`config.mk`:
```
export PLATFORM = sky130hd
export DESIGN_NAME = fpa_frame_seq
export DESIGN_NICKNAME = d
export VERILOG_FILES = /design/src/rtl/fpa_pkg.sv /design/src/rtl/fpa_row_timer.sv /design/src/rtl/fpa_frame_seq.sv
export SDC_FILE = /design/constraint.sdc
export NUM_CORES = 1
export LEC_CHECK = 0
export ABC_AREA = 1
export ABC_CLOCK_PERIOD_IN_PS = 4990
export CAP_MARGIN = 15
export CORE_ASPECT_RATIO = 0.6
export CORE_MARGIN = 1
export CORE_UTILIZATION = 40
export CTS_BUF_LIST = sky130_fd_sc_hd__clkbuf_8
export DETAILED_ROUTE_END_ITERATION = 6
export GPL_TIMING_DRIVEN = 0
export HOLD_SLACK_MARGIN = 0.03
export SETUP_SLACK_MARGIN = 0.4
export SYNTH_ARGS = -nofsm -noshare
export SYNTH_HDL_FRONTEND = slang
export SYNTH_HIERARCHICAL = 1
export SYNTH_SLANG_ARGS = --single-unit
```
`constraint.sdc`:
```
create_clock -name clk -period 4.99 [get_ports clk]
set_input_delay 0.998 -clock clk [delete_from_list [all_inputs] [get_ports clk]]
set_output_delay 0.998 -clock clk [all_outputs]
set_load 0.02 [all_outputs]
```
`src/rtl/fpa_pkg.sv`:
```
// rtl/fpa_pkg.sv - shared types and constants for the FPA frame sequencer
//
// Contents:
//   FPA_ROWS / FPA_COLS : sensor geometry (320x240 focal plane)
//   FPA_ROW_W           : row index width
//   FPA_CW              : default width of timing counters and config fields
//   fpa_state_t         : frame sequencer state encoding
package fpa_pkg;
    localparam int FPA_ROWS  = 240;
    localparam int FPA_COLS  = 320;
    localparam int FPA_ROW_W = 8;
    localparam int FPA_CW    = 16;

    typedef enum logic [2:0] {
        ST_IDLE,
        ST_SYNC,
        ST_ROW,
        ST_DONE,
        ST_BLANK
    } fpa_state_t;
endpackage

```
`src/rtl/fpa_row_timer.sv`:
```
// rtl/fpa_row_timer.sv - per-row cycle counter with registered tc/row_stb and row-end compare
//
// Ports:
//   clk, rst            : clock, synchronous active-high reset
//   row_start           : the next cycle is count 0 of a new row
//   row_run             : the next cycle belongs to a row (ROW state)
//   int_time, row_period: latched integration length and row length
//   tc, row_stb         : registered integrate phase / first-cycle-of-row pulse
//   row_end             : current count is the last cycle of the row
module fpa_row_timer
    import fpa_pkg::*;
#(
    parameter int CW = FPA_CW
) (
    input  logic          clk,
    input  logic          rst,
    input  logic          row_start,
    input  logic          row_run,
    input  logic [CW-1:0] int_time,
    input  logic [CW-1:0] row_period,
    output logic          tc,
    output logic          row_stb,
    output logic          row_end
);
    logic [CW-1:0] cnt;
    logic [CW-1:0] cnt_next;

    // A valid config guarantees row_period >= 2, so cnt never reaches the
    // top of the CW range and the +1 cannot wrap.
    always_comb begin
        cnt_next = row_start ? '0 : cnt + CW'(1);
    end

    // tc and row_stb are computed from the count the next cycle will hold,
    // so they line up with cnt while remaining flop outputs.
    always_ff @(posedge clk) begin
        if (rst) begin
            cnt     <= '0;
            tc      <= 1'b0;
            row_stb <= 1'b0;
        end else begin
            if (row_run) begin
                cnt <= cnt_next;
            end
            tc      <= row_run && (cnt_next < int_time);
            row_stb <= row_run && row_start;
        end
    end

    assign row_end = (cnt == row_period - CW'(1));
endmodule

```
`src/rtl/fpa_frame_seq.sv`:
```
// rtl/fpa_frame_seq.sv - FPA frame sequencer (sync, row integrate/read, continuous, abort); optional blanking via FPA_SEQ_BLANK_EN
//
// Ports:
//   clk, rst                   : clock, synchronous active-high reset
//   start, cont, abort         : frame request, continuous mode, terminate frame
//   int_time, row_period       : integrate clocks per row, total clocks per row
//   row_first, row_last        : inclusive row window
//   vblank                     : blanking clocks between continuous frames (FPA_SEQ_BLANK_EN only)
//   tc, row_sel, row_stb       : integrate phase, current row, row start pulse
//   f_sync, frame_done         : frame start / frame end pulses
//   busy, cfg_err              : not IDLE, start rejected pulse
module fpa_frame_seq
    import fpa_pkg::*;
#(
    parameter int ROWS = FPA_ROWS,
    parameter int COLS = FPA_COLS,
    parameter int CW   = FPA_CW
) (
    input  logic                 clk,
    input  logic                 rst,
    input  logic                 start,
    input  logic                 cont,
    input  logic                 abort,
    input  logic [CW-1:0]        int_time,
    input  logic [CW-1:0]        row_period,
    input  logic [FPA_ROW_W-1:0] row_first,
    input  logic [FPA_ROW_W-1:0] row_last,
`ifdef FPA_SEQ_BLANK_EN
    input  logic [CW-1:0]        vblank,
`endif
    output logic                 tc,
    output logic [FPA_ROW_W-1:0] row_sel,
    output logic                 row_stb,
    output logic                 f_sync,
    output logic                 frame_done,
    output logic                 busy,
    output logic                 cfg_err
);
    if (ROWS < 1 || ROWS > 256 || COLS < 1) begin : g_bad_geometry
        $error("fpa_frame_seq: ROWS must be 1..256 and COLS must be positive");
    end

    fpa_state_t           state, state_n;
    logic [CW-1:0]        sh_int, sh_period;
    logic [FPA_ROW_W-1:0] sh_first, sh_last;
    logic [FPA_ROW_W-1:0] row_sel_n;
    logic                 cfg_ok, latch, cfg_err_n;
    logic                 row_start, row_run, row_end;

    assign cfg_ok = (int_time != '0) && (int_time < row_period) &&
                    (row_first <= row_last) && (int'(row_last) < ROWS);

`ifdef FPA_SEQ_BLANK_EN
    logic [CW-1:0] bcnt;

    // Loaded in DONE so BLANK lasts exactly vblank cycles.
    always_ff @(posedge clk) begin
        if (rst) begin
            bcnt <= '0;
        end else if (state == ST_DONE) begin
            bcnt <= vblank - CW'(1);
        end else if (state == ST_BLANK) begin
            bcnt <= bcnt - CW'(1);
        end
    end
`endif

    always_comb begin
        state_n   = state;
        row_sel_n = row_sel;
        latch     = 1'b0;
        cfg_err_n = 1'b0;
        row_start = 1'b0;
        row_run   = 1'b0;
        case (state)
            ST_IDLE: begin
                if (start) begin
                    if (cfg_ok) begin
                        state_n = ST_SYNC;
                        latch   = 1'b1;
                    end else begin
                        cfg_err_n = 1'b1;
                    end
                end
            end
            ST_SYNC: begin
                state_n   = ST_ROW;
                row_sel_n = sh_first;
                row_start = 1'b1;
                row_run   = 1'b1;
            end
            ST_ROW: begin
                row_run = 1'b1;
                if (row_end) begin
                    if (row_sel < sh_last) begin
                        row_sel_n = row_sel + 8'd1;
                        row_start = 1'b1;
                    end else begin
                        state_n = ST_DONE;
                        row_run = 1'b0;
                    end
                end
            end
            ST_DONE: begin
                if (cont) begin
                    if (cfg_ok) begin
                        latch = 1'b1;
`ifdef FPA_SEQ_BLANK_EN
                        state_n = (vblank == '0) ? ST_SYNC : ST_BLANK;
`else
                        state_n = ST_SYNC;
`endif
                    end else begin
                        cfg_err_n = 1'b1;
                        state_n   = ST_IDLE;
                    end
                end else begin
                    state_n = ST_IDLE;
                end
            end
`ifdef FPA_SEQ_BLANK_EN
            ST_BLANK: begin
                if (bcnt == '0) begin
                    state_n = ST_SYNC;
                end
            end
`endif
            default: state_n = ST_IDLE;
        endcase

        // Abort overrides everything decided above, including a re-latch.
        if (abort && state != ST_IDLE) begin
            state_n   = ST_IDLE;
            latch     = 1'b0;
            cfg_err_n = 1'b0;
            row_start = 1'b0;
            row_run   = 1'b0;
        end
        if (state_n == ST_IDLE) begin
            row_sel_n = '0;
        end
    end

    // Outputs are registered from the next state so they coincide with it.
    always_ff @(posedge clk) begin
        if (rst) begin
            state      <= ST_IDLE;
            sh_int     <= '0;
            sh_period  <= '0;
            sh_first   <= '0;
            sh_last    <= '0;
            row_sel    <= '0;
            f_sync     <= 1'b0;
            frame_done <= 1'b0;
            busy       <= 1'b0;
            cfg_err    <= 1'b0;
        end else begin
            state   <= state_n;
            row_sel <= row_sel_n;
            if (latch) begin
                sh_int    <= int_time;
                sh_period <= row_period;
                sh_first  <= row_first;
                sh_last   <= row_last;
            end
            f_sync     <= (state_n == ST_SYNC);
            frame_done <= (state_n == ST_DONE);
            busy       <= (state_n != ST_IDLE);
            cfg_err    <= cfg_err_n;
        end
    end

    fpa_row_timer #(
        .CW(CW)
    ) u_row_timer (
        .clk       (clk),
        .rst       (rst),
        .row_start (row_start),
        .row_run   (row_run),
        .int_time  (sh_int),
        .row_period(sh_period),
        .tc        (tc),
        .row_stb   (row_stb),
        .row_end   (row_end)
    );
endmodule

```
## Word level (Yosys, flattened, before mapping)

Index checks and enable logic that the tools add are counted.

| operators by class | value |
|---|---|
| add/sub/neg operators | 3 |
| $mul | 0 |
| divide/modulo/power cells | 0 |
| order comparisons | 5 |
| equality and inequality tests | 8 |
| shift-type cells | 0 |
| muxes and demuxes | 28 |
| bitwise logic cells | 0 |
| reductions and logical operators | 15 |

Operator list:

| cell | count |
|---|---|
| 16-bit less-than comparator | 2 |
| 3-bit two-way mux | 6 |
| 16-bit by 1-bit adder with 16-bit output, second input constant | 1 |
| 16-bit equality test | 1 |
| 16-bit two-way mux | 1 |
| 8-bit two-way mux | 2 |
| 8-bit case mux with 2 select lines | 1 |
| 16-bit nonzero test | 1 |
| 16-bit by 1-bit subtractor with 16-bit output, second input constant | 1 |
| 1-bit two-way mux | 13 |
| 3-bit case mux with 4 select lines | 1 |
| 3-bit by 2-bit equality test with 1-bit output, second input constant | 3 |
| 8-bit by 1-bit adder with 8-bit output, second input constant | 1 |
| 8-bit less-or-equal comparator | 1 |
| 8-bit less-than comparator | 1 |
| 8-bit less-than comparator, second input constant | 1 |
| 1-bit case mux with 2 select lines | 4 |
| 3-bit by 1-bit equality test with 1-bit output, second input constant | 2 |
| 1-bit logical AND | 6 |
| 3-bit zero test | 2 |
| 3-bit nonzero test | 2 |
| 2-bit inequality test, second input constant | 2 |
| 2-bit OR reduction | 2 |
| 3-bit AND reduction | 1 |
| 2-bit nonzero test | 1 |

| word-level totals | value |
|---|---|
| register bits after elaboration | 81 |
| latch bits | 0 |
| bits in writable memories | 0 |
| memory bits (read-only) | 0 |
| bits of input ports | 53 |
| output and inout bits | 14 |
| memories kept | 0 |

## Logic depth before layout (Yosys ltp)

Gate-level depths: netlist of run 1.

| logic depth | value |
|---|---|
| depth after elaboration | 10 |
| mapped depth | 26 |
| depth with buffers taken out | 25 |

## Cells and area by module

Netlist of run 1, hierarchy kept.

Modules (own cells, without submodules):

| module | times used | cells an instance | area an instance (µm²) | seq. area each (µm²) |
|---|---|---|---|---|
| fpa_frame_seq | 1 | 568 | 3632.2 | 1261.2 |
| fpa_row_timer | 1 | 346 | 2028.2 | 360.3 |

## Worst setup path before layout of run 1

OpenSTA, ideal clock, no wires.

| path | value |
|---|---|
| path kind | reg2reg |
| start point | reg sh_period[0] |
| end point | reg u_row_timer.tc |
| arrival time | 3285 ps |
| required time | 4925 ps |
| path slack | 1640 ps |
| stages on the path, launching flop included | 25 |
| clock period less this slack | 3350 ps |
| cells stage by stage | dfxtp_1 inv_1 ha_1 nand2_1 nor2_1 nand3_1 nand2_1 inv_1 a21oi_1 nand2_1 nor3_2 nand4_1 a21oi_1 inv_1 buf_2 nand2_1 nor2_1 ha_1 a21oi_1 nor2_1 a211oi_1 nand2_1 nand2_1 nand3_1 nor2_1 |

| on the way | value |
|---|---|
| longest elaborated chain between the ends | 8 |
| elaborated cells on any way between the ends | 11 |
| classes of those cells | 1 x add/sub; 1 x order compare; 1 x eq/ne; 7 x mux; 1 x reduce/logical |

RTL lines:

| element | RTL line | text |
|---|---|---|
| start, declared | fpa_frame_seq.sv:44 | `logic [CW-1:0] sh_int, sh_period;` |
| start signal, assigned | fpa_frame_seq.sv:162 | `sh_period <= row_period;` |
| 16-bit by 1-bit subtractor with 16-bit output | fpa_row_timer.sv:50 | `assign row_end = (cnt == row_period - CW'(1));` |
| 16-bit equality test | fpa_row_timer.sv:50 |  |
| net row_end | fpa_frame_seq.sv:48 | `logic row_start, row_run, row_end;` |
| 1-bit two-way mux | fpa_frame_seq.sv:94 | `if (row_end) begin` |
| 1-bit case mux with 2 select lines | fpa_frame_seq.sv:75 | `case (state)` |
| 1-bit two-way mux | fpa_frame_seq.sv:132 | `if (abort && state != ST_IDLE) begin` |
| net row_start | fpa_frame_seq.sv:48 |  |
| 16-bit two-way mux | fpa_row_timer.sv:31 | `cnt_next = row_start ? '0 : cnt + CW'(1);` |
| net u_row_timer.cnt_next[5] | fpa_row_timer.sv:26 | `logic [CW-1:0] cnt_next;` |
| 16-bit less-than comparator | fpa_row_timer.sv:45 | `tc <= row_run && (cnt_next < int_time);` |
| 1-bit logical AND | fpa_row_timer.sv:45 |  |
| end signal, assigned | fpa_row_timer.sv:45 |  |
| end, declared | fpa_row_timer.sv:21 | `output logic tc,` |

The timed path passes the listed nets, and every way through them passes these cells.
A chain may end at the register's enable or synchronous reset.

## Worst setup path in the final report of run 1

Ends and elaborated chain as after synthesis.

==> results by group, run 1 <==
Global route
  • Vias in the first global route: 4977
  • Largest net degree at the start of global routing: 13
  • Overall routing resource usage: 23.8%
  • Initial antenna violation count: 0
  • First-pass GRT wire length: 26500 µm
  • Gr ovfl total: 0

STA
  • Fin crit period: 4.19 ns
  • Fin. Hold Viols: 0
  • Max Clk Rate: 239 MHz
  • RSZ-0062 raised after global routing: no
  • Final setup fails: 0
  • Rel. slew slack: 52.8%
  • Period utilisation layout: 84.0%
  • Final setup TNS: 0 ns
  • Max Slew Vio Count: 0
  • Worst Tran Pin Value: 0.708 ns
  • Skew final: 0.00729 ns
  • Final hold slack: 0.514 ns
  • Final worst slack: 0.797 ns

Logic synthesis
  • Number of distinct library cells after synthesis: 40
  • Synth area leaders: dfxtp_1 29%, nand2_1 16%, nor2_1 11%
  • Async SR Flop Fraction: 0%
  • Synth Warn #: 6
  • Post-synthesis sequential area ratio: 28.6%
  • Yosys top cell area share: 28.6%
  • Top cell type by total area after synthesis: dfxtp_1
  • Average size of a mapped cell: 6.19 µm²
  • Synth Net Count: 1015
  • Most common flop cell mapped by yosys: dfxtp_1
  • Post-synth EDFFs: 0
  • Cell area after synthesis: 0.00566 mm²
  • Synth Register Bits: 81
  • Post-Synthesis Cells: 914

Floorplan
  • Chip Width: 156 µm
  • Die area: 0.0146 mm²
  • Die height: 94.1 µm
  • Ports: 67
  • Initial Utilization: 41.2%
  • FP Rows: 33
  • Core Area: 0.0137 mm²

Critical path
  • Crit. End Element: flip-flop
  • Worst-path fanout max: 10
  • WP data arrival: 4.48 ns
  • WS Path Type: reg -> reg
  • R2r startpoint: sh_period[0]$_SDFFE_PP0P_
  • Worst path max stage delay: 0.35 ns
  • Slowest CP cell: dfxtp_1
  • Crit path buf inv count: 3
  • Worst setup path startpoint: sh_period[0]$_SDFFE_PP0P_
  • CP cell instances: inv_1 -> ha_1 -> nand2_1 -> nor2_1 -> o21ai_0 -> nand2_1 -> nand2_1 -> nor2_1 -> nand3_1 -> nor3_4 -> nand4_1 -> a21oi_4 -> inv_1 -> buf_2 -> nand2_1 -> nor2_1 -> ha_1 -> a21oi_1 -> nor2_1 -> a211oi_1 -> nand2_1 -> nand2_1 -> nand3_1 -> nor2_1
  • Req. time, crit path: 5.28 ns
  • CP top delay family: simple AND/OR/NAND/NOR gates
  • Startpoint types: flip-flop
  • Top cell by count, worst path: nand2_1

Final layout
  • Register Area: 0.00162 mm²
  • Fraction of layout instances using a drive strength above 1: 5.61%
  • Commonest non-fill, non-tap cells in the layout: 236 x nand2_1, 166 x nor2_1, 165 x inv_1
  • Synth-to-Final Area Change: 19.6%
  • # diodes: 0
  • Multi-input combinational cell area: 0.00330 mm²
  • Final Net Count: 1096
  • Commonest non-fill, non-tap cell in the layout: nand2_1
  • Final-layout fill cell count: 1437

Clock tree
  • CTS Sinks: 81
  • Max clock buf depth: 2
  • TritonCTS Buffers: 9
  • Clk slew on worst S/H paths: 0.08 ns
  • # H-tree levels: 3
  • Root Buffer: clkbuf_8
  • TritonCTS clock tree: yes
  • Clock latency on the worst-skew pair: 0.36 ns

Route
  • Via count: 5620
  • Wirelength per Cell: 13.8 µm
  • WL final: 16500 µm
  • DRT iter0 DRCs: 426
  • DR vias/cell: 4.72
  • Drt drc: 0
  • Router iterations before antenna repair: 5
  • DRT antenna net count: 0

Pwr
  • Lkg Pwr: 3.58 nW
  • Comb power frac: 23.0%
  • Sequential power share: 47.3%
  • Internal: 989 µW
  • Net switching power: 461 µW
  • PD cells: 214 mW/mm²
  • Clock power share: 29.7%
  • Max IR drop VDD: 0.139 mV
  • Sw Ratio: 31.8%

Placement
  • Final GP Congestion: 0.864
  • Count of input and output buffers: 66
  • Post-DP HPWL: 13200 µm
  • Pre-CTS setup slack: 0.198 ns

Hold path
  • Worst hold-check path type: reg -> reg
  • Hold Startpoint: sh_int[0]$_SDFFE_PP0P_

Outcome
  • Status: complete, no violations

Run
  • Total of max-cap violations: 0
-- cell type report --
type	instances	share of cell area (%)
multi-input combinational	643	48.7
buffer	26	2.11
clock buffer	10	2.03
clock inverter	5	0.370
timing repair buffer	70	10.2
inverter	164	9.09
sequential	81	23.9
tap	192	3.55
-- cell usage after synthesis, types with 3 or more instances --
library cell    n
nand2_1       236
buf_2          12
nor3_1          7
ha_1           48
buf_6           4
inv_1         163
clkbuf_1       10
nor2_2          4
nand4_1        10
nand2_2         3
nor2_1        166
o21ai_0        26
nand3_1        49
xor2_1         15
o21ai_1         3
dfxtp_1        81
a21oi_1        43
-- what timing repair did --
action | CTS | global route
endpoints found under the hold margin | 0 | 0
setup buffers | 1 | 3
hold buffers | 0 | 0
pin swaps | 1 | 3
gates resized for setup | 1 | 2
setup endpoints to repair | 1 | 1
-- stage by stage --
| stage | instances | util, % | power [mW] | area, µm² |
|---|---|---|---|---|
| 2_1_floorplan | 914 | - | 0.906 | 5660 |
| 3_3_place_gp | 1172 | 47.7 | 1.02 | 6560 |
| 3_5_place_dp | 1172 | 47.7 | 1.03 | 6560 |
| 4_1_cts | 1188 | 49.0 | 1.46 | 6740 |
| 5_1_grt | 1191 | 49.2 | 1.54 | 6770 |
| 6_report | 1191 | 49.2 | 1.45 | 6770 |
-- layer usage --
metal | share of wire [%] | GRT usage [%] | wire, µm | vias to the layer above
met5 | 0 | 0 | 0 | -
met4 | 0.55 | 3.92 | 90 | 0
met3 | 8.7 | 5.12 | 1430 | 8
met2 | 33 | 29.3 | 5450 | 193
met1 | 58 | 39.7 | 9520 | 2442
li1 | - | - | - | 2977
-- cells by family (layout without fill, tap and decap cells) --
family	count (synthesis)	count (layout)	share of synthesized area, %
and+or+nand+nor	487	487	35.7
buffers and inverters	190	275	13.4
AOI/OAI and AO/OA	90	90	8.95
DFF	81	81	28.6
adders and majority gates	48	48	10.6
xor gates and xnor gates	17	17	2.63
other	1	1	0.0662
-- worst register-to-register path, stage by stage, from the launching register on --
cell	delay, ns
dfxtp_1	0.35
inv_1	0.12
ha_1	0.26
nand2_1	0.14
nor2_1	0.22
o21ai_0	0.12
nand2_1	0.07
nand2_1	0.04
nor2_1	0.09
nand3_1	0.14
nor3_4	0.23
nand4_1	0.27
a21oi_4	0.32
inv_1	0.19
buf_2	0.25
nand2_1	0.10
nor2_1	0.08
ha_1	0.30
a21oi_1	0.15
nor2_1	0.06
a211oi_1	0.18
nand2_1	0.19
nand2_1	0.10
nand3_1	0.06
nor2_1	0.11
-- sequential cells by signal, summed over array words and instances, names as in the netlist --
| signal | cells |
|---|---|
| u_row_timer/cnt | 16 |
| u_row_timer/row_stb | 1 |
| busy | 1 |
| cfg_err | 1 |
| frame_done | 1 |
| sh_period | 16 |
| sh_int | 16 |
| sh_last | 8 |
| sh_first | 8 |
| f_sync | 1 |
| row_sel | 8 |
| state | 3 |
| u_row_timer/tc | 1 |
-- power groups by stage --
| stage | clock [mW] | combinational [mW] | sequential, mW |
|---|---|---|---|
| 3_5_place_dp | 0 | 0.325 | 0.700 |
| 3_3_place_gp | 0 | 0.324 | 0.700 |
| 6_report | 0.431 | 0.334 | 0.685 |
| 4_1_cts | 0.444 | 0.328 | 0.685 |
| 5_1_grt | 0.473 | 0.382 | 0.689 |
| 2_1_floorplan | 0 | 0.210 | 0.696 |
-- final timing paths --
check	endpoint	slack [ns]	cells past startpoint
hold / removal	sh_int[0]$_SDFFE_PP0P_	0.51	4
setup / recovery	u_row_timer/tc$_SDFF_PP0_	0.80	24
setup reg to reg	u_row_timer/tc$_SDFF_PP0_	0.80	24
hold reg to reg	sh_int[0]$_SDFFE_PP0P_	0.51	4
Power figures use the tool's default switching activity.
==> run 2, diff against run 1 <==
--- a/config.mk
+++ b/config.mk
@@ -6,7 +6,7 @@
 export NUM_CORES = 1
 export LEC_CHECK = 0
 export ABC_AREA = 1
-export ABC_CLOCK_PERIOD_IN_PS = 4990
+export ABC_CLOCK_PERIOD_IN_PS = 3600
 export CAP_MARGIN = 15
 export CORE_ASPECT_RATIO = 0.6
 export CORE_MARGIN = 1
==> constraint.sdc (replaced) <==
create_clock -name clk -period 3.6 [get_ports clk]
set_input_delay 0.72 -clock clk [delete_from_list [all_inputs] [get_ports clk]]
set_output_delay 0.72 -clock clk [all_outputs]
set_load 0.02 [all_outputs]
==> results by group, run 2 (synthesis gave the netlist of run 1 again) <==
Pwr
  • Max IR drop VDD: 0.165 mV (was 0.139 mV)
  • PD cells: 307 mW/mm² (was 214 mW/mm²)
  • Lkg Pwr: 3.63 nW (was 3.58 nW)

Final layout
  • Fraction of layout instances using a drive strength above 1: 7.88% (was 5.61%)
  • Final Net Count: 1099 (was 1096)
  • Commonest non-fill, non-tap cells in the layout: 234 x nand2_1, 161 x nor2_1, 160 x inv_1 (was 236 x nand2_1, 166 x nor2_1, 165 x inv_1)
  • Final-layout fill cell count: 1447 (was 1437)
  • Synth-to-Final Area Change: 21.8% (was 19.6%)
  • # diodes: 0 (unchanged)
  • Final Non-Filler Cells: 1195 (was 1191)
  • Biggest regs: sh_int x16, sh_period x16, u_row_timer/cnt x16 (unchanged)
  • Commonest non-fill, non-tap cell in the layout: nand2_1 (unchanged)

Floorplan
  • Die area: 0.0146 mm² (unchanged)
  • Die height: 94.1 µm (unchanged)
  • Ports: 67 (unchanged)
  • FP Rows: 33 (unchanged)
  • Chip Width: 156 µm (unchanged)
  • Initial Utilization: 41.2% (unchanged)
  • Core Area: 0.0137 mm² (unchanged)

Route
  • Drt drc: 0 (unchanged)
  • DRT iter0 DRCs: 439 (was 426)
  • Via count: 5656 (was 5620)
  • DR vias/cell: 4.73 (was 4.72)
  • Router iterations before antenna repair: 5 (unchanged)
  • Wirelength per Cell: 13.9 µm (was 13.8 µm)
  • DRT antenna net count: 0 (unchanged)
  • WL final: 16600 µm (was 16500 µm)

STA
  • Rel. slew slack: 54.6% (was 52.8%)
  • RSZ-0062 raised after global routing: yes (was no)
  • Fin. Hold Viols: 0 (unchanged)
  • Period utilisation layout: 96.0% (was 84.0%)
  • Final hold slack: 0.514 ns (about the same)
  • Fin crit period: 3.45 ns (was 4.19 ns)
  • Max Clk Rate: 289 MHz (was 239 MHz)
  • Final worst slack: 0.145 ns (was 0.797 ns)
  • Max Slew Vio Count: 0 (unchanged)
  • Worst Tran Pin Value: 0.679 ns (was 0.708 ns)
  • Skew final: 0.00963 ns (was 0.00729 ns)
  • Final setup fails: 0 (unchanged)
  • Final setup TNS: 0 ns (unchanged)

Critical path
  • Req. time, crit path: 3.90 ns (was 5.28 ns)
  • Worst-path fanout max: 10 (unchanged)
  • WS Path Type: reg -> reg (unchanged)
  • Crit. End Element: flip-flop (unchanged)
  • Startpoint types: flip-flop (unchanged)
  • WP data arrival: 3.75 ns (was 4.48 ns)

Global route
  • First-pass GRT wire length: 26800 µm (was 26500 µm)
  • Met1 Use GR: 39.4% (was 39.7%)
  • Top Usage Layer GRT: met1 (unchanged)
  • Initial antenna violation count: 0 (unchanged)
  • Met2 GRT Util: 30.9% (was 29.3%)
  • Overall routing resource usage: 24.2% (was 23.8%)
  • GR Layer Usage met3: 5.21% (was 5.12%)
  • Vias in the first global route: 5068 (was 4977)
  • Gr ovfl total: 0 (unchanged)
  • Largest net degree at the start of global routing: 14 (was 13)

Outcome
  • Status: complete, no violations (unchanged)

Placement
  • Final GP Congestion: 0.913 (was 0.864)
  • Pre-CTS setup slack: -0.666 ns (was 0.198 ns)
  • Post-DP HPWL: 13200 µm (about the same)
  • Placed Cells: 1172 (unchanged)
  • Count of input and output buffers: 66 (unchanged)

Clock tree
  • Clock latency on the worst-skew pair: 0.37 ns (was 0.36 ns)
  • CTS Sinks: 81 (unchanged)
  • TritonCTS clock tree: yes (unchanged)
  • TritonCTS Buffers: 9 (unchanged)
  • Max clock buf depth: 2 (unchanged)
  • Hold buffers post-CTS: 0 (unchanged)
  • Clk slew on worst S/H paths: 0.08 ns (about the same)
  • # H-tree levels: 3 (unchanged)
  • Root Buffer: clkbuf_8 (unchanged)

Run
  • Total of max-cap violations: 0 (unchanged)

Hold path
  • Worst hold-check path type: reg -> reg (unchanged)
[run 2: final cells by class]
class / count / area (µm²) / share of cell area [%]
Inverter: 164 / 621 / 9.00
Clock buffer: 10 / 138 / 2.00
Tap cell: 192 / 240 / 3.49
Clock inverter: 6 / 58.8 / 0.853
Timing Repair Buffer: 73 / 713 / 10.3
Multi-Input combinational cell: 643 / 3340 / 48.5
Buffer: 26 / 154 / 2.23
Sequential cell: 81 / 1630 / 23.6
[run 2: timing repair]
action | CTS | global route
pin swaps | 14 | 2
setup endpoints to repair | 11 | 17
gates cloned | 0 | 0
gates resized for setup | 14 | 9
buffers inserted | 6 | 1
endpoints found under the hold margin | 0 | 0
[run 2: critical path, cell delays in order (launching register included)]
cell,delay (ns)
dfxtp_4,0.37
inv_4,0.05
ha_4,0.26
xor2_1,0.14
nand3_1,0.09
nor2_1,0.09
nand2_1,0.09
nor2_1,0.09
nand3_1,0.13
nor3_4,0.20
nand4_1,0.24
a21oi_4,0.31
inv_4,0.05
buf_6,0.15
nand2_1,0.07
nor2_1,0.07
ha_1,0.29
a21oi_1,0.13
nor2_1,0.06
a211oi_2,0.16
nand2_2,0.13
nand2_1,0.09
nand3_1,0.06
nor2_1,0.08
[run 2: worst paths after layout]
| kind | cells past startpoint | endpoint | startpoint | slack (ns) |
|---|---|---|---|---|
| worst max-delay path | 23 | u_row_timer/tc$_SDFF_PP0_ | sh_period[0]$_SDFFE_PP0P_ | 0.15 |
| worst min-delay path | 2 | u_row_timer/cnt[3]$_SDFFE_PP0P_ | u_row_timer/cnt[3]$_SDFFE_PP0P_ | 0.51 |
| worst max register to register | 23 | u_row_timer/tc$_SDFF_PP0_ | sh_period[0]$_SDFFE_PP0P_ | 0.15 |
| worst min register to register | 2 | u_row_timer/cnt[3]$_SDFFE_PP0P_ | u_row_timer/cnt[3]$_SDFFE_PP0P_ | 0.51 |
[run 2: power by group]
part / leakage, nW / switching, mW / internal [mW]
registers: 0.658 / 0.0239 / 0.927
clock network: 0.0995 / 0.352 / 0.335
logic: 2.87 / 0.282 / 0.195
total: 3.63 / 0.658 / 1.46
[run 2: routing by layer]
layer | vias to the layer above | share of wire, %
met5 | - | 0
met4 | 0 | 0.68
met3 | 9 | 7.4
met2 | 167 | 34
met1 | 2503 | 58
li1 | 2977 | -
[run 2: through the flow]
step	total power, mW	area, µm²	utilization [%]
2_1_floorplan	1.26	5690	-
3_3_place_gp	1.42	6590	47.9
3_5_place_dp	1.43	6590	47.9
4_1_cts	2.12	6870	50.0
5_1_grt	2.25	6890	50.1
6_report	2.11	6890	50.1
==> run 3, diff against run 2 <==
--- a/config.mk
+++ b/config.mk
@@ -18,5 +18,4 @@
 export SETUP_SLACK_MARGIN = 0.4
 export SYNTH_ARGS = -nofsm -noshare
 export SYNTH_HDL_FRONTEND = slang
-export SYNTH_HIERARCHICAL = 1
 export SYNTH_SLANG_ARGS = --single-unit
==> results by group, run 3 <==
Outcome
  • Status: complete, no violations (unchanged)

Clock tree
  • Clk slew on worst S/H paths: 0.08 ns (about the same)
  • CTS Sinks: 81 (unchanged)
  • Clock latency on the worst-skew pair: 0.37 ns (about the same)
  • TritonCTS Buffers: 9 (unchanged)
  • Max clock buf depth: 2 (unchanged)
  • # H-tree levels: 3 (unchanged)
  • TritonCTS clock tree: yes (unchanged)
  • Root Buffer: clkbuf_8 (unchanged)
  • Hold buffers post-CTS: 0 (unchanged)

Logic synthesis
  • Average size of a mapped cell: 6.73 µm² (was 6.19 µm²)
  • Yosys top cell area share: 30.9% (was 28.6%)
  • Async SR Flop Fraction: 0% (unchanged)
  • Synth Register Bits: 81 (unchanged)
  • Post-synthesis sequential area ratio: 30.9% (was 28.6%)
  • Synth Warn #: 0 (was 6)
  • Number of distinct library cells after synthesis: 43 (was 40)
  • Post-Synthesis Cells: 779 (was 914)
  • Top cell type by total area after synthesis: dfxtp_1 (unchanged)
  • Synth Net Count: 880 (was 1015)
  • Top post-synthesis cells by count: 152 x inv_1, 130 x nand2_1, 86 x a21oi_1 (was 236 x nand2_1, 166 x nor2_1, 163 x inv_1)
  • Most common flop cell mapped by yosys: dfxtp_1 (unchanged)
  • Cell area after synthesis: 0.00525 mm² (was 0.00566 mm²)
  • Synth area leaders: dfxtp_1 31%, ha_1 11%, inv_1 11% (was dfxtp_1 29%, nand2_1 16%, nor2_1 11%)
  • Post-synth EDFFs: 0 (unchanged)
  • Most common cell in the netlist: inv_1 (was nand2_1)

Critical path
  • R2R Setup Slk: 0.57 ns (was 0.15 ns)
  • WS Path Type: in -> reg (was reg -> reg)
  • Crit. End Element: flip-flop (unchanged)
  • WP data arrival: 3.29 ns (was 3.75 ns)
  • CP top delay family: buffers and inverters (was simple AND/OR/NAND/NOR gates)
  • FF-to-FF path depth: 22 (was 23)
  • Worst-path fanout max: 10 (unchanged)
  • Req. time, crit path: 3.84 ns (was 3.90 ns)
  • Worst path max stage delay: 0.51 ns (was 0.37 ns)
  • Slowest CP cell: clkdlybuf4s50_1 (was dfxtp_4)
  • Worst setup path startpoint: int_time[11] (was sh_period[0]$_SDFFE_PP0P_)
  • Startpoint types: input pin (was flip-flop)
  • Crit path depth: 12 (was 23)
  • CP cell instances: clkdlybuf4s50_1 -> ha_1 -> inv_1 -> nor3_1 -> o21ai_2 -> o311ai_2 -> nand2_1 -> and2_2 -> nand3_4 -> buf_2 -> buf_2 -> a21oi_1 (was inv_4 -> ha_4 -> xor2_1 -> nand3_1 -> nor2_1 -> nand2_1 -> nor2_1 -> nand3_1 -> nor3_4 -> nand4_1 -> a21oi_4 -> inv_4 -> buf_6 -> nand2_1 -> nor2_1 -> ha_1 -> a21oi_1 -> nor2_1 -> a211oi_2 -> nand2_2 -> nand2_1 -> nand3_1 -> nor2_1)
  • R2r startpoint: sh_period[3]$_SDFFE_PP0P_ (was sh_period[0]$_SDFFE_PP0P_)
  • Top cell by count, worst path: buf_2 (was nor2_1)
  • Crit path buf inv count: 4 (was 3)

Final layout
  • Final Net Count: 959 (was 1099)
  • Commonest non-fill, non-tap cells in the layout: 153 x inv_1, 130 x nand2_1, 85 x a21oi_1 (was 234 x nand2_1, 161 x nor2_1, 160 x inv_1)
  • Register Area: 0.00163 mm² (about the same)
  • Commonest non-fill, non-tap cell in the layout: inv_1 (was nand2_1)
  • Synth-to-Final Area Change: 21.8% (about the same)
  • Fraction of layout instances using a drive strength above 1: 8.57% (was 7.88%)
  • Multi-input combinational cell area: 0.00302 mm² (was 0.00334 mm²)
  • Final-layout fill cell count: 1238 (was 1447)
  • Final Non-Filler Cells: 1028 (was 1195)
  • Biggest regs: sh_int x16, sh_period x16, u_row_timer.cnt x16 (was sh_int x16, sh_period x16, u_row_timer/cnt x16)
  • # diodes: 0 (unchanged)

Route
  • DRT antenna net count: 0 (unchanged)
  • Wirelength per Cell: 15.2 µm (was 13.9 µm)
  • WL final: 15600 µm (was 16600 µm)
  • DRT iter0 DRCs: 450 (was 439)
  • Via count: 5242 (was 5656)
  • DR vias/cell: 5.10 (was 4.73)
  • Router iterations before antenna repair: 5 (unchanged)
  • Drt drc: 0 (unchanged)

STA
  • Skew final: 0.0164 ns (was 0.00963 ns)
  • Worst Tran Pin Value: 0.574 ns (was 0.679 ns)
  • Period utilisation layout: 84.5% (was 96.0%)
  • Rel. slew slack: 61.7% (was 54.6%)
  • Final worst slack: 0.558 ns (was 0.145 ns)
  • Max Slew Vio Count: 0 (unchanged)
  • Final setup fails: 0 (unchanged)
  • Fin crit period: 3.04 ns (was 3.45 ns)
  • RSZ-0062 raised after global routing: yes (unchanged)
  • Max Clk Rate: 329 MHz (was 289 MHz)
  • Fin. Hold Viols: 0 (unchanged)

Global route
  • Gr ovfl total: 0 (unchanged)
  • Vias in the first global route: 4674 (was 5068)
  • Initial antenna violation count: 0 (unchanged)
  • First-pass GRT wire length: 24400 µm (was 26800 µm)
  • Overall routing resource usage: 23.5% (was 24.2%)
  • Largest net degree at the start of global routing: 14 (unchanged)

Hold path
  • Hold Startpoint: sh_int[0]$_SDFFE_PP0P_ (was u_row_timer/cnt[3]$_SDFFE_PP0P_)
  • Worst hold path depth: 2 (unchanged)
  • Worst hold-check path type: reg -> reg (unchanged)

Run
  • Total of max-cap violations: 0 (unchanged)

Pwr
  • Lkg Pwr: 3.00 nW (was 3.63 nW)
  • Max IR drop VDD: 0.160 mV (was 0.165 mV)
  • PD cells: 319 mW/mm² (was 307 mW/mm²)

Floorplan
  • Ports: 67 (unchanged)
  • Chip Width: 150 µm (was 156 µm)
  • Core Area: 0.0124 mm² (was 0.0137 mm²)
  • FP Rows: 31 (was 33)
  • Die height: 90.7 µm (was 94.1 µm)
  • Initial Utilization: 42.3% (was 41.2%)
  • Die area: 0.0136 mm² (was 0.0146 mm²)

Placement
  • Post-DP HPWL: 12700 µm (was 13200 µm)
  • Count of input and output buffers: 66 (unchanged)
  • Final GP Congestion: 0.894 (was 0.913)
  • Placed Cells: 1010 (was 1172)
  • Pre-CTS setup slack: -0.354 ns (was -0.666 ns)
==> run 3: layer usage <==
layer | up-vias | GRT usage [%] | wire, µm
li1 | 2670 | - | -
met1 | 2403 | 37.9 | 8470
met2 | 158 | 31.5 | 6020
met3 | 11 | 3.94 | 1010
met4 | 0 | 4.71 | 115
met5 | - | 0 | 0
==> run 3: cell type report <==
cell class	instances	area share, %
Buffer	23	1.80
Timing Repair Buffer	68	10.6
Sequential cell	81	25.5
Inverter	155	9.11
Multi-Input combinational cell	520	47.3
Tap cell	165	3.23
Clock buffer	9	1.94
Clock inverter	7	0.627
==> run 3: tightest hold or removal path, stage by stage (launching register included) <==
cell and delay, ns:
dfxtp_1 0.31, inv_1 0.05, a21oi_1 0.05
==> run 3: where the power goes <==
group	switching [mW]	internal, mW
clock	0.349	0.243
combinational	0.300	0.195
sequential	0.0215	0.930
==> run 3: cell families (layout without fill, tap and decap cells) <==
family,after synthesis,after routing,share of synthesized area [%]
and+or+nand+nor,263,263,22.4
AOI/OAI and AO/OA,192,192,19.5
buffers and inverters,178,262,13.0
DFF,81,81,30.9
adders and majority gates,48,48,11.5
xor gates and xnor gates,16,16,2.67
other,1,1,0.0715
==> run 3: stage by stage <==
step                      util (%)  total power, mW  TNS, ns  area (µm²)  hold slack (ns)
final                         51.5             2.04        0        6390            0.448
after global placement        49.2             1.43   -14.06        6110            0.438
after CTS                     50.8             2.03        0        6310            0.452
after detailed placement      49.2             1.44   -12.99        6110            0.439
after floorplan                  -             1.26        0        5250            0.424
after global routing          51.5             2.15        0        6390            0.480
==> run 3: worst paths after layout <==
path	endpoint
max	sh_period[4]$_SDFFE_PP0P_
min	sh_int[0]$_SDFFE_PP0P_
max reg2reg	u_row_timer.tc$_SDFF_PP0_
min reg2reg	sh_int[0]$_SDFFE_PP0P_
==> run 3: timing repair <==
| action | in CTS | in global routing |
|---|---|---|
| pin swaps | 1 | 3 |
| setup buffers | 2 | 0 |
| setup endpoints to repair | 59 | 59 |
| resized for setup | 11 | 25 |
